$ cat config.mk
export PLATFORM = sky130hd
export DESIGN_NAME = riscv_stream_bridge
export DESIGN_NICKNAME = d
export VERILOG_FILES = /design/src/rtl/riscv_stream_pkg.sv /design/src/rtl/stream_out_fifo.sv /design/src/rtl/riscv_stream_bridge.sv
export SDC_FILE = /design/constraint.sdc
export NUM_CORES = 2
export LEC_CHECK = 0
export BUFFER_PORTS_ARGS = -buffer_cell sky130_fd_sc_hd__buf_2
export CAP_MARGIN = 20
export CORE_ASPECT_RATIO = 1.2
export CORE_MARGIN = 2
export CORE_UTILIZATION = 26
export DETAILED_ROUTE_END_ITERATION = 8
export GPL_ROUTABILITY_DRIVEN = 0
export PLACE_DENSITY = 0.45
export RECOVER_POWER = 25
export SYNTH_ARGS = -nofsm -noshare
export SYNTH_HDL_FRONTEND = slang
export SYNTH_HIERARCHICAL = 1
export SYNTH_SLANG_ARGS = --single-unit
$ cat constraint.sdc
create_clock -name clk -period 6.9 [get_ports clk]
set_clock_uncertainty 0.2 [all_clocks]
set_input_delay 0.345 -clock clk [delete_from_list [all_inputs] [get_ports clk]]
set_output_delay 0.345 -clock clk [all_outputs]
set_load 0.02 [all_outputs]
$ cat src/rtl/riscv_stream_pkg.sv
// Shared definitions for the PicoRV32 stream I/O bridge: offset map,
// channel limit and bus FSM state type.
package riscv_stream_pkg;

    localparam logic [8:0] OFS_DATA   = 9'h000;
    localparam logic [8:0] OFS_STATUS = 9'h100;
    localparam int         MAX_CH     = 16;

    typedef enum logic [1:0] {
        IDLE,
        WAIT,
        ACK
    } bridge_state_e;

endpackage

$ cat src/rtl/stream_out_fifo.sv
// First-word fall-through FIFO for one outbound stream channel; head reads
// as zero while empty so stale entries never appear on the stream.
module stream_out_fifo #(
    parameter int DATA_WIDTH = 32,
    parameter int DEPTH      = 4
) (
    input  logic                          clk,
    input  logic                          rst,
    input  logic                          push,
    input  logic [DATA_WIDTH-1:0]         push_data,
    input  logic                          pop,
    output logic [DATA_WIDTH-1:0]         head,
    output logic [$clog2(DEPTH):0]        count,
    output logic                          full,
    output logic                          empty
);

    localparam int AW = $clog2(DEPTH);
    localparam int CW = AW + 1;

    logic [DATA_WIDTH-1:0] mem_q [DEPTH];
    logic [DATA_WIDTH-1:0] mem_d [DEPTH];
    logic [AW-1:0]         wr_ptr_q, wr_ptr_d;
    logic [AW-1:0]         rd_ptr_q, rd_ptr_d;
    logic [CW-1:0]         count_q, count_d;
    logic                  do_push, do_pop;

    // Push is judged on the registered count only, so a pop on a full FIFO
    // does not make room for a push in the same cycle.
    always_comb begin
        do_push  = push && (count_q < CW'(DEPTH));
        do_pop   = pop && (count_q != '0);
        mem_d    = mem_q;
        wr_ptr_d = wr_ptr_q;
        rd_ptr_d = rd_ptr_q;
        count_d  = count_q;
        if (do_push) begin
            mem_d[wr_ptr_q] = push_data;
            wr_ptr_d        = wr_ptr_q + AW'(1);
        end
        if (do_pop) begin
            rd_ptr_d = rd_ptr_q + AW'(1);
        end
        case ({do_push, do_pop})
            2'b10:   count_d = count_q + CW'(1);
            2'b01:   count_d = count_q - CW'(1);
            default: count_d = count_q;
        endcase
    end

    always_ff @(posedge clk or posedge rst) begin
        if (rst) begin
            mem_q    <= '{default: '0};
            wr_ptr_q <= '0;
            rd_ptr_q <= '0;
            count_q  <= '0;
        end else begin
            mem_q    <= mem_d;
            wr_ptr_q <= wr_ptr_d;
            rd_ptr_q <= rd_ptr_d;
            count_q  <= count_d;
        end
    end

    assign head  = (count_q == '0) ? '0 : mem_q[rd_ptr_q];
    assign count = count_q;
    assign full  = (count_q == CW'(DEPTH));
    assign empty = (count_q == '0);

endmodule

$ cat src/rtl/riscv_stream_bridge.sv
// Memory-mapped bridge between the PicoRV32 native bus and NUM_CH outbound
// FIFO / inbound holding-register stream channels with blocking accesses.
module riscv_stream_bridge
    import riscv_stream_pkg::*;
#(
    parameter int          DATA_WIDTH = 32,
    parameter int          NUM_CH     = 5,
    parameter int          DEPTH      = 4,
    parameter logic [31:0] BASE_ADDR  = 32'h2000_0000
) (
    input  logic                         clk,
    input  logic                         reset,
    input  logic                         mem_valid,
    input  logic [31:0]                  mem_addr,
    input  logic [31:0]                  mem_wdata,
    input  logic [3:0]                   mem_wstrb,
    output logic                         mem_ready,
    output logic [31:0]                  mem_rdata,
    output logic [NUM_CH*DATA_WIDTH-1:0] dout,
    output logic [NUM_CH-1:0]            val_out,
    input  logic [NUM_CH-1:0]            ready_downward,
    input  logic [NUM_CH*DATA_WIDTH-1:0] din,
    input  logic [NUM_CH-1:0]            val_in,
    output logic [NUM_CH-1:0]            ready_upward
);

    localparam int CW = $clog2(DEPTH) + 1;

    logic [NUM_CH-1:0]     fifo_full, fifo_empty, push_vec, pop_in_vec;
    logic [CW-1:0]         fifo_count [NUM_CH];
    logic [NUM_CH-1:0]     in_valid_q, in_valid_d;
    logic [DATA_WIDTH-1:0] in_data_q [NUM_CH];
    logic [DATA_WIDTH-1:0] in_data_d [NUM_CH];

    bridge_state_e state_q, state_d;
    logic          mem_ready_q, mem_ready_d;
    logic [31:0]   mem_rdata_q, mem_rdata_d;

    logic                  sel, is_store, data_hit, status_hit, fire;
    logic [8:0]            ofs;
    logic                  ch_can_push, ch_has_in;
    logic [DATA_WIDTH-1:0] ch_data;
    logic [31:0]           status_word;
    logic                  access_ok;
    logic [31:0]           access_rdata;

    assign sel        = mem_valid && (mem_addr[31:9] == BASE_ADDR[31:9]);
    assign ofs        = mem_addr[8:0];
    assign is_store   = |mem_wstrb;
    assign data_hit   = (ofs[8] == OFS_DATA[8]) && (ofs[1:0] == OFS_DATA[1:0]) &&
                        (32'(ofs[7:2]) < NUM_CH);
    assign status_hit = (ofs == OFS_STATUS);

    always_comb begin
        ch_can_push = 1'b0;
        ch_has_in   = 1'b0;
        ch_data     = '0;
        status_word = '0;
        for (int unsigned c = 0; c < NUM_CH; c++) begin
            if (32'(ofs[7:2]) == c) begin
                ch_can_push = (fifo_count[c] < CW'(DEPTH));
                ch_has_in   = in_valid_q[c];
                ch_data     = in_data_q[c];
            end
            status_word[c]          = ~fifo_full[c];
            status_word[MAX_CH + c] = in_valid_q[c];
        end
    end

    // Unmapped offsets and STATUS always complete; only live data slots block.
    always_comb begin
        access_ok    = 1'b1;
        access_rdata = '0;
        if (data_hit) begin
            if (is_store) begin
                access_ok = ch_can_push;
            end else begin
                access_ok    = ch_has_in;
                access_rdata = ch_data;
            end
        end else if (status_hit && !is_store) begin
            access_rdata = status_word;
        end
    end

    always_comb begin
        state_d     = state_q;
        mem_ready_d = 1'b0;
        mem_rdata_d = '0;
        fire        = 1'b0;
        case (state_q)
            IDLE, WAIT: begin
                if (!sel) begin
                    state_d = IDLE;
                end else if (access_ok) begin
                    fire        = 1'b1;
                    state_d     = ACK;
                    mem_ready_d = 1'b1;
                    mem_rdata_d = access_rdata;
                end else begin
                    state_d = WAIT;
                end
            end
            ACK:     state_d = IDLE;
            default: state_d = IDLE;
        endcase
    end

    always_ff @(posedge clk or posedge reset) begin
        if (reset) begin
            state_q     <= IDLE;
            mem_ready_q <= 1'b0;
            mem_rdata_q <= '0;
        end else begin
            state_q     <= state_d;
            mem_ready_q <= mem_ready_d;
            mem_rdata_q <= mem_rdata_d;
        end
    end

    assign mem_ready = mem_ready_q;
    assign mem_rdata = mem_rdata_q;

    always_comb begin
        for (int unsigned c = 0; c < NUM_CH; c++) begin
            push_vec[c]   = fire && data_hit && is_store && (32'(ofs[7:2]) == c);
            pop_in_vec[c] = fire && data_hit && !is_store && (32'(ofs[7:2]) == c);
            in_valid_d[c] = in_valid_q[c];
            in_data_d[c]  = in_data_q[c];
            if (pop_in_vec[c]) begin
                in_valid_d[c] = 1'b0;
            end
            if (val_in[c] && !in_valid_q[c]) begin
                in_valid_d[c] = 1'b1;
                in_data_d[c]  = din[c*DATA_WIDTH +: DATA_WIDTH];
            end
        end
    end

    always_ff @(posedge clk or posedge reset) begin
        if (reset) begin
            in_valid_q <= '0;
            in_data_q  <= '{default: '0};
        end else begin
            in_valid_q <= in_valid_d;
            in_data_q  <= in_data_d;
        end
    end

    assign ready_upward = reset ? '0 : ~in_valid_q;

    for (genvar g = 0; g < NUM_CH; g++) begin : g_ch
        stream_out_fifo #(
            .DATA_WIDTH(DATA_WIDTH),
            .DEPTH     (DEPTH)
        ) u_fifo (
            .clk      (clk),
            .rst      (reset),
            .push     (push_vec[g]),
            .push_data(mem_wdata),
            .pop      (ready_downward[g]),
            .head     (dout[g*DATA_WIDTH +: DATA_WIDTH]),
            .count    (fifo_count[g]),
            .full     (fifo_full[g]),
            .empty    (fifo_empty[g])
        );
        assign val_out[g] = ~fifo_empty[g];
    end

endmodule

* Word-level counts from Yosys, hierarchy flattened
Cells that the tools add are included.
** Word-level totals
- Logic and storage cells :: 281
- Register bits :: 875
** Cells by class
- Muxes and demuxes :: 80
- Order comparisons :: 21
- Equal/unequal tests :: 22
- Bitwise gates (word level) :: 22
- Add/sub/neg operators :: 20
- Reductions and logical operators :: 68
** Operators by type and width (count)
- two-way mux 32 bit :: 30
- bitwise mux 128 bit :: 5
- binary-select mux 32 bit (select 2 bit) :: 5
- demux 32 bit (select 2 bit) :: 5
- logical AND 1 bit :: 37
- >= comparator 3 bit, second input constant :: 10
- inverter 2 -> 3 bit :: 10
- one-hot mux 3 bit (2 select lines) :: 5
- two-way mux 1 bit :: 25
- equality test 23 x 21 -> 1 bit, second input constant :: 1
- two-way mux 21 bit :: 1
- adder 2 x 1 -> 2 bit, second input constant :: 10
- nonzero test 2 bit :: 10
- adder 3 x 1 -> 3 bit, second input constant :: 5
- equality test 3 bit, second input constant :: 5
- logical NOT 3 bit :: 5
- < comparator 3 x 1 -> 1 bit, second input constant :: 5
- < comparator 3 bit, second input constant :: 5
- nonzero test 3 bit :: 5
- subtractor 3 x 1 -> 3 bit, second input constant :: 5
- equality test 2 x 1 -> 1 bit, second input constant :: 6
- equality test 6 x 2 -> 1 bit, second input constant :: 2
- inverter 1 bit :: 11
- equality test 2 bit, second input constant :: 5
- other kinds (12) :: 20

* Longest topological paths before layout
- Depth after elaboration :: 17
- Gate-level depth with buffers :: 16
- Depth with buffers taken out :: 13

* By module
Netlist, hierarchy kept.
** By module, submodules not included
- stream_out_fifo :: cells each 384, times used 5, area each 6760.2 um^2, seq. area each 3378.2 um^2
- riscv_stream_bridge :: cells each 641, times used 1, area each 8628.3 um^2, seq. area each 4954.8 um^2

* Least setup slack after synthesis
No wires, ideal clock.
- Path kind :: input -> register
- Start :: in mem_addr[5]
- End :: reg g_ch[1].u_fifo.count_q[2]
- Arrival time :: 2829 ps
- Setup slack :: 3745 ps
- Setup time :: 127 ps
- Required time :: 6573 ps
- Cell stages on the path :: 15
- Cell sequence :: or4_1 buf_2 nor4_1 o41a_1 nand3_1 nor3_1 nor2b_2 buf_6 inv_1 ha_1 inv_1 fa_1 xor2_1 nor2_1 xor2_1
** Between the ends
- Longest elaborated chain between the ends :: 17
- Elaborated cells between the ends (all ways) :: 30
- Those cells by class :: order compare (1); eq/ne (6); mux (16); reduce/logical (7)
** RTL lines
- start, declared :: RTL line riscv_stream_bridge.sv:14 : input logic [31:0] mem_addr,
- logical NOT 6 bit :: RTL line riscv_stream_bridge.sv:60 : if (32'(ofs[7:2]) == c) begin
- two-way mux 1 bit (5 in a row) :: RTL line riscv_stream_bridge.sv:60
- two-way mux 1 bit :: RTL line riscv_stream_bridge.sv:75 : if (is_store) begin
- two-way mux 1 bit :: RTL line riscv_stream_bridge.sv:74 : if (data_hit) begin
- two-way mux 1 bit :: RTL line riscv_stream_bridge.sv:95 : end else if (access_ok) begin
- two-way mux 1 bit :: RTL line riscv_stream_bridge.sv:93 : if (!sel) begin
- two-way mux 1 bit :: RTL line riscv_stream_bridge.sv:91 : case (state_q)
- logical AND 1 bit (2 in a row) :: RTL line riscv_stream_bridge.sv:126 : push_vec[c] = fire && data_hit && is_store && (32'(ofs[7:2]) == c);
- logical AND 1 bit * :: RTL line riscv_stream_bridge.sv:126
- net push_vec[1] :: RTL line riscv_stream_bridge.sv:29 : logic [NUM_CH-1:0] fifo_full, fifo_empty, push_vec, pop_in_vec;
- logical AND 1 bit * :: RTL line stream_out_fifo.sv:31 : do_push = push && (count_q < CW'(DEPTH));
- equality test 2 x 1 -> 1 bit / equality test 2 bit (equally long branches) :: RTL line stream_out_fifo.sv:44 : case ({do_push, do_pop})
- one-hot mux 3 bit (2 select lines) / nonzero test 2 bit (equally long branches)
- end signal, assigned :: RTL line stream_out_fifo.sv:61 : count_q <= count_d;
- end, declared :: RTL line stream_out_fifo.sv:25 : logic [CW-1:0] count_q, count_d;
Mark *: on every way through the listed nets, which the timed path passes. The rest lies on a longest branch.
A chain may end at the register's enable or synchronous reset.

* Worst setup path in the final report
- Start :: reg g_ch[1].u_fifo.rd_ptr_q[0]
- End :: out dout[52]
** Between the ends
- Longest elaborated chain between the ends :: 5
** RTL lines
- start, declared :: RTL line stream_out_fifo.sv:24 : logic [AW-1:0] rd_ptr_q, rd_ptr_d;
- start signal, assigned :: RTL line stream_out_fifo.sv:60 : rd_ptr_q <= rd_ptr_d;
- inverter 2 -> 3 bit (implied by the code) :: RTL line stream_out_fifo.sv:65 : assign head = (count_q == '0) ? '0 : mem_q[rd_ptr_q];
- binary-select mux 32 bit (select 2 bit) :: RTL line stream_out_fifo.sv:65
- two-way mux 32 bit (implied by the code) (2 in a row) :: RTL line stream_out_fifo.sv:65
- two-way mux 32 bit :: RTL line stream_out_fifo.sv:65
- end, declared :: RTL line riscv_stream_bridge.sv:19 : output logic [NUM_CH*DATA_WIDTH-1:0] dout,
Every way passes these cells. The select of a mux whose other input is x is not followed.

==> flow_summary_export.csv <==
group,metric,value,unit
yosys,synth_edf_count,0,
critical_path,crit_start,"g_ch[1].u_fifo/rd_ptr_q[0]",
critical_path,path_cells,"clkbuf_1 -> mux4_2 -> nor2b_1 -> buf_2",
floorplan,start_util,26.1,%
critical_path,crit_path_end,"dout[52]",
critical_path,r2r_cells,13,
clocking,numCtsBuffers,101,
routing,routed_wl,130,mm
clocking,clk_pin_slew_worst_paths,60,ps
critical_path,critPathTopFamily,"buffers and inverters",
critical_path,worst-path-max-fanout,29,
timing,tightest_slew,3700,ps
clocking,root_buffer,"clkbuf_16",
timing,setup_viol,0,
yosys,synth_warnings,6,
pwr,seqPwrFrac,43.7,%
clocking,cts_tree,"yes",
timing,min_period,4910,ps
critical_path,critPathCaptureType,"primary output",
floorplan,ios,444,
status,violations,"max-capacitance violations, max-slew violations",
clocking,clock_sinks,873,
global_routing,grt_pass1_wl,191,mm
yosys,syn_inst,2561,
pwr,switchingPower,3.99,mW
routing,via_count,23900,
yosys,synth_ff_type,"dfrtp_1",
yosys,yosysTopAreaCellShare,51.5,%
timing,hold-worst-slack,63.4,ps
floorplan,coreArea,162000,µm²
yosys,ys_seq_area_share,51.5,%
yosys,syn_nets,2832,
timing,slew_headroom,-148,%
pwr,swShare,29.1,%
global_routing,grt_pass1_vias,26100,
yosys,yosys.area.top_type,"dfrtp_1",
placement,dpl.hpwl,82.9,mm
critical_path,cpPeakStageDelay,2050,ps
global_routing,grt_max_degree,93,
critical_path,crit_arrival,4360,ps
global_routing,grt_antenna_before_repair,7,
routing,drt_iter0_markers,1239,
routing,firstDrtPassIters,7,
clocking,post_cts_resized,0,
floorplan,die_w,373,µm
pwr,p_clk_share,39.4,%
yosys,post_synth_num_cell_types,50,
clocking,clkLatencyLatePin,700,ps
pwr,combPwrFrac,16.9,%
status,status,"finished, violations left",
critical_path,critPathKind,"reg -> out",
yosys,synthTopCellsByArea,"dfrtp_1 51%, mux2_4 21%, mux4_2 8.7%",
floorplan,row_count,162,
global_routing,met2_usage,25.6,%
floorplan,die_area,166000,µm²
global_routing,globalRouteOverflowTotal,0,
timing,tns,0,ps
pwr,peakVddDrop,0.000180,V
finish,fillerInstances,16100,
timing,fmax,204,MHz
routing,drc,0,
routing,drt-wirelength-per-cell,24.0,µm
finish,nets,3446,
clocking,cts.path.max_buffers,3,
yosys,ys_ff_latch,873,
yosys,synthArstFlopShare,100,%
timing,hold_viol_final,0,
yosys,syn_area,42400,µm²
placement,placed_cell_area,46200,µm²
critical_path,r2r-start,"mem_ready",
yosys,postSynthAreaPerCell,16.6,µm²
routing,vias_per_cell,4.43,
hold_path,min_path_type,"in -> reg",
critical_path,cp.required,6360,ps
timing,slew_viol_final,452,
critical_path,path_buf_inv,2,
pwr,p_leak,25.6,nW
placement,portBuffers,443,
finish,finalInstanceArea,51400,µm²
global_routing,grt_use_met3,2.51,%
placement,dp_slack,2360,ps
finish,multi_input_area,18900,µm²
timing,fin_ws,1990,ps
finish,ff_latch_area,21900,µm²
global_routing,busiest_layer,"met2",
timing,grt_setup_unrepaired,"no",
critical_path,reg2reg_to,"g_ch[1].u_fifo/count[2]",
finish,post-route-util,31.7,%
critical_path,critPathLaunchType,"flip-flop",
floorplan,die_h,447,µm
clocking,h-tree-depth,3,
pwr,p_int,9.74,mW
critical_path,slowest_stage,"clkbuf_1",
global_routing,globalRouteMet1Util,21.0,%
routing,ant_nets,0,
flow_run,maxCapViolCount,8,
timing,period_share,71.1,%
finish,layout-drive-gt1-share,51.0,%
pwr,power_density,267,nW/µm²
critical_path,rrSetupSlack,2680,ps
finish,synthToLayoutAreaGrowth,21.1,%
global_routing,track_usage,15.5,%
critical_path,path_depth,4,
power groups by stage:
stage	clock, mW	combinational [mW]	sequential [mW]
2_1_floorplan	0	1.72	5.83
3_3_place_gp	0	2.20	6.10
3_5_place_dp	0	2.22	6.11
4_1_cts	5.61	2.39	6.01
5_1_grt	5.80	2.54	6.07
6_report	5.41	2.32	6.00
stage by stage:
step                cells  power (mW)
floorplan            2561        7.55
global placement     5006        8.30
detailed placement   5007        8.32
CTS                  5387        14.0
global route         5388        14.4
finish               5391        13.7
repair_timing:
| action | in CTS | in global routing |
|---|---|---|
| setup buffers | 0 | 0 |
| endpoints found under the hold margin | 572 | 0 |
| hold buffers | 197 | 0 |
registers in the layout, indices dropped and copies added, names as in the netlist:
register / flops
g_ch.u_fifo/count: 15
g_ch.u_fifo/mem_q: 640
g_ch.u_fifo/rd_ptr_q: 10
g_ch.u_fifo/wr_ptr_q: 10
in_data_q: 160
in_valid_q: 5
mem_rdata: 32
mem_ready: 1
worst min-delay path by stage:
stage,start,end,cells past startpoint
CTS,mem_wdata[29],g_ch[1].u_fifo/mem_q[61],2
global placement,g_ch[2].u_fifo/mem_q[63],g_ch[2].u_fifo/mem_q[63],1
finish,mem_wdata[29],g_ch[1].u_fifo/mem_q[61],2
floorplan,g_ch[0].u_fifo/mem_q[62],g_ch[0].u_fifo/mem_q[62],1
global route,mem_wdata[29],g_ch[1].u_fifo/mem_q[61],2
detailed placement,g_ch[4].u_fifo/mem_q[52],g_ch[4].u_fifo/mem_q[52],1
routing by layer:
metal / wire [µm] / vias to the layer above / part of all wire (%)
li1: - / 10500 / -
met1: 59600 / 12700 / 46
met2: 61800 / 562 / 48
met3: 5360 / 138 / 4.1
met4: 2800 / 2 / 2.2
met5: 13 / - / 0.010
cell usage after synthesis, types with 14 or more instances:
master / instances
o21ai_0: 20
mux4_2: 164
buf_6: 28
a21oi_1: 26
mux2_2: 229
inv_1: 44
xor2_1: 20
nor2_1: 26
nand2_1: 45
a222oi_1: 18
nor2b_1: 170
nand2_8: 20
dfrtp_1: 873
buf_2: 28
ha_1: 25
buf_8: 60
mux2_4: 600
a22oi_1: 14
clkbuf_1: 48
cell type report:
type                            instances  area share (%)
Multi-Input combinational cell       1477            36.8
Tap cell                             2132            5.19
Clock buffer                          143            5.64
Inverter                               44           0.343
Antenna cell                            4          0.0195
Timing Repair Buffer                  678            8.62
Clock inverter                         40           0.818
Sequential cell                       873            42.5
layout by cell type (no fill, tap or decap), types with 18 or more instances in the layout:
cell and count:
dfrtp_1 868, xor2_1 20, a21oi_1 26, ha_1 25, nor2_1 26, clkbuf_1 57, nand2_1 45, dlygate4sd3_1 197
buf_4 34, clkinv_2 27, clkbuf_16 103, mux2_2 229, buf_2 412, mux2_4 600, nor2b_1 165, mux4_2 164
a222oi_1 18, nand2_8 20, inv_1 38, o21ai_0 20
cell families after synthesis:
group	count (synthesis)	synth area share (%)
buf+inv	211	4.06
mux	999	36.2
fa+ha+maj	30	0.973
flops	873	51.5
xor+xnor	30	0.619
simple gates	321	5.09
compound gates	97	1.61
worst register-to-register path, delay by kind of cell, from the launching register on:
kind	cells	cell delay, ps
xor gates and xnor gates	2	280
adders and majority gates	2	430
buffers and inverters	2	200
DFF	1	430
and+or+nand+nor	7	2550
Note: power is estimated with default switching activity, not from simulation.
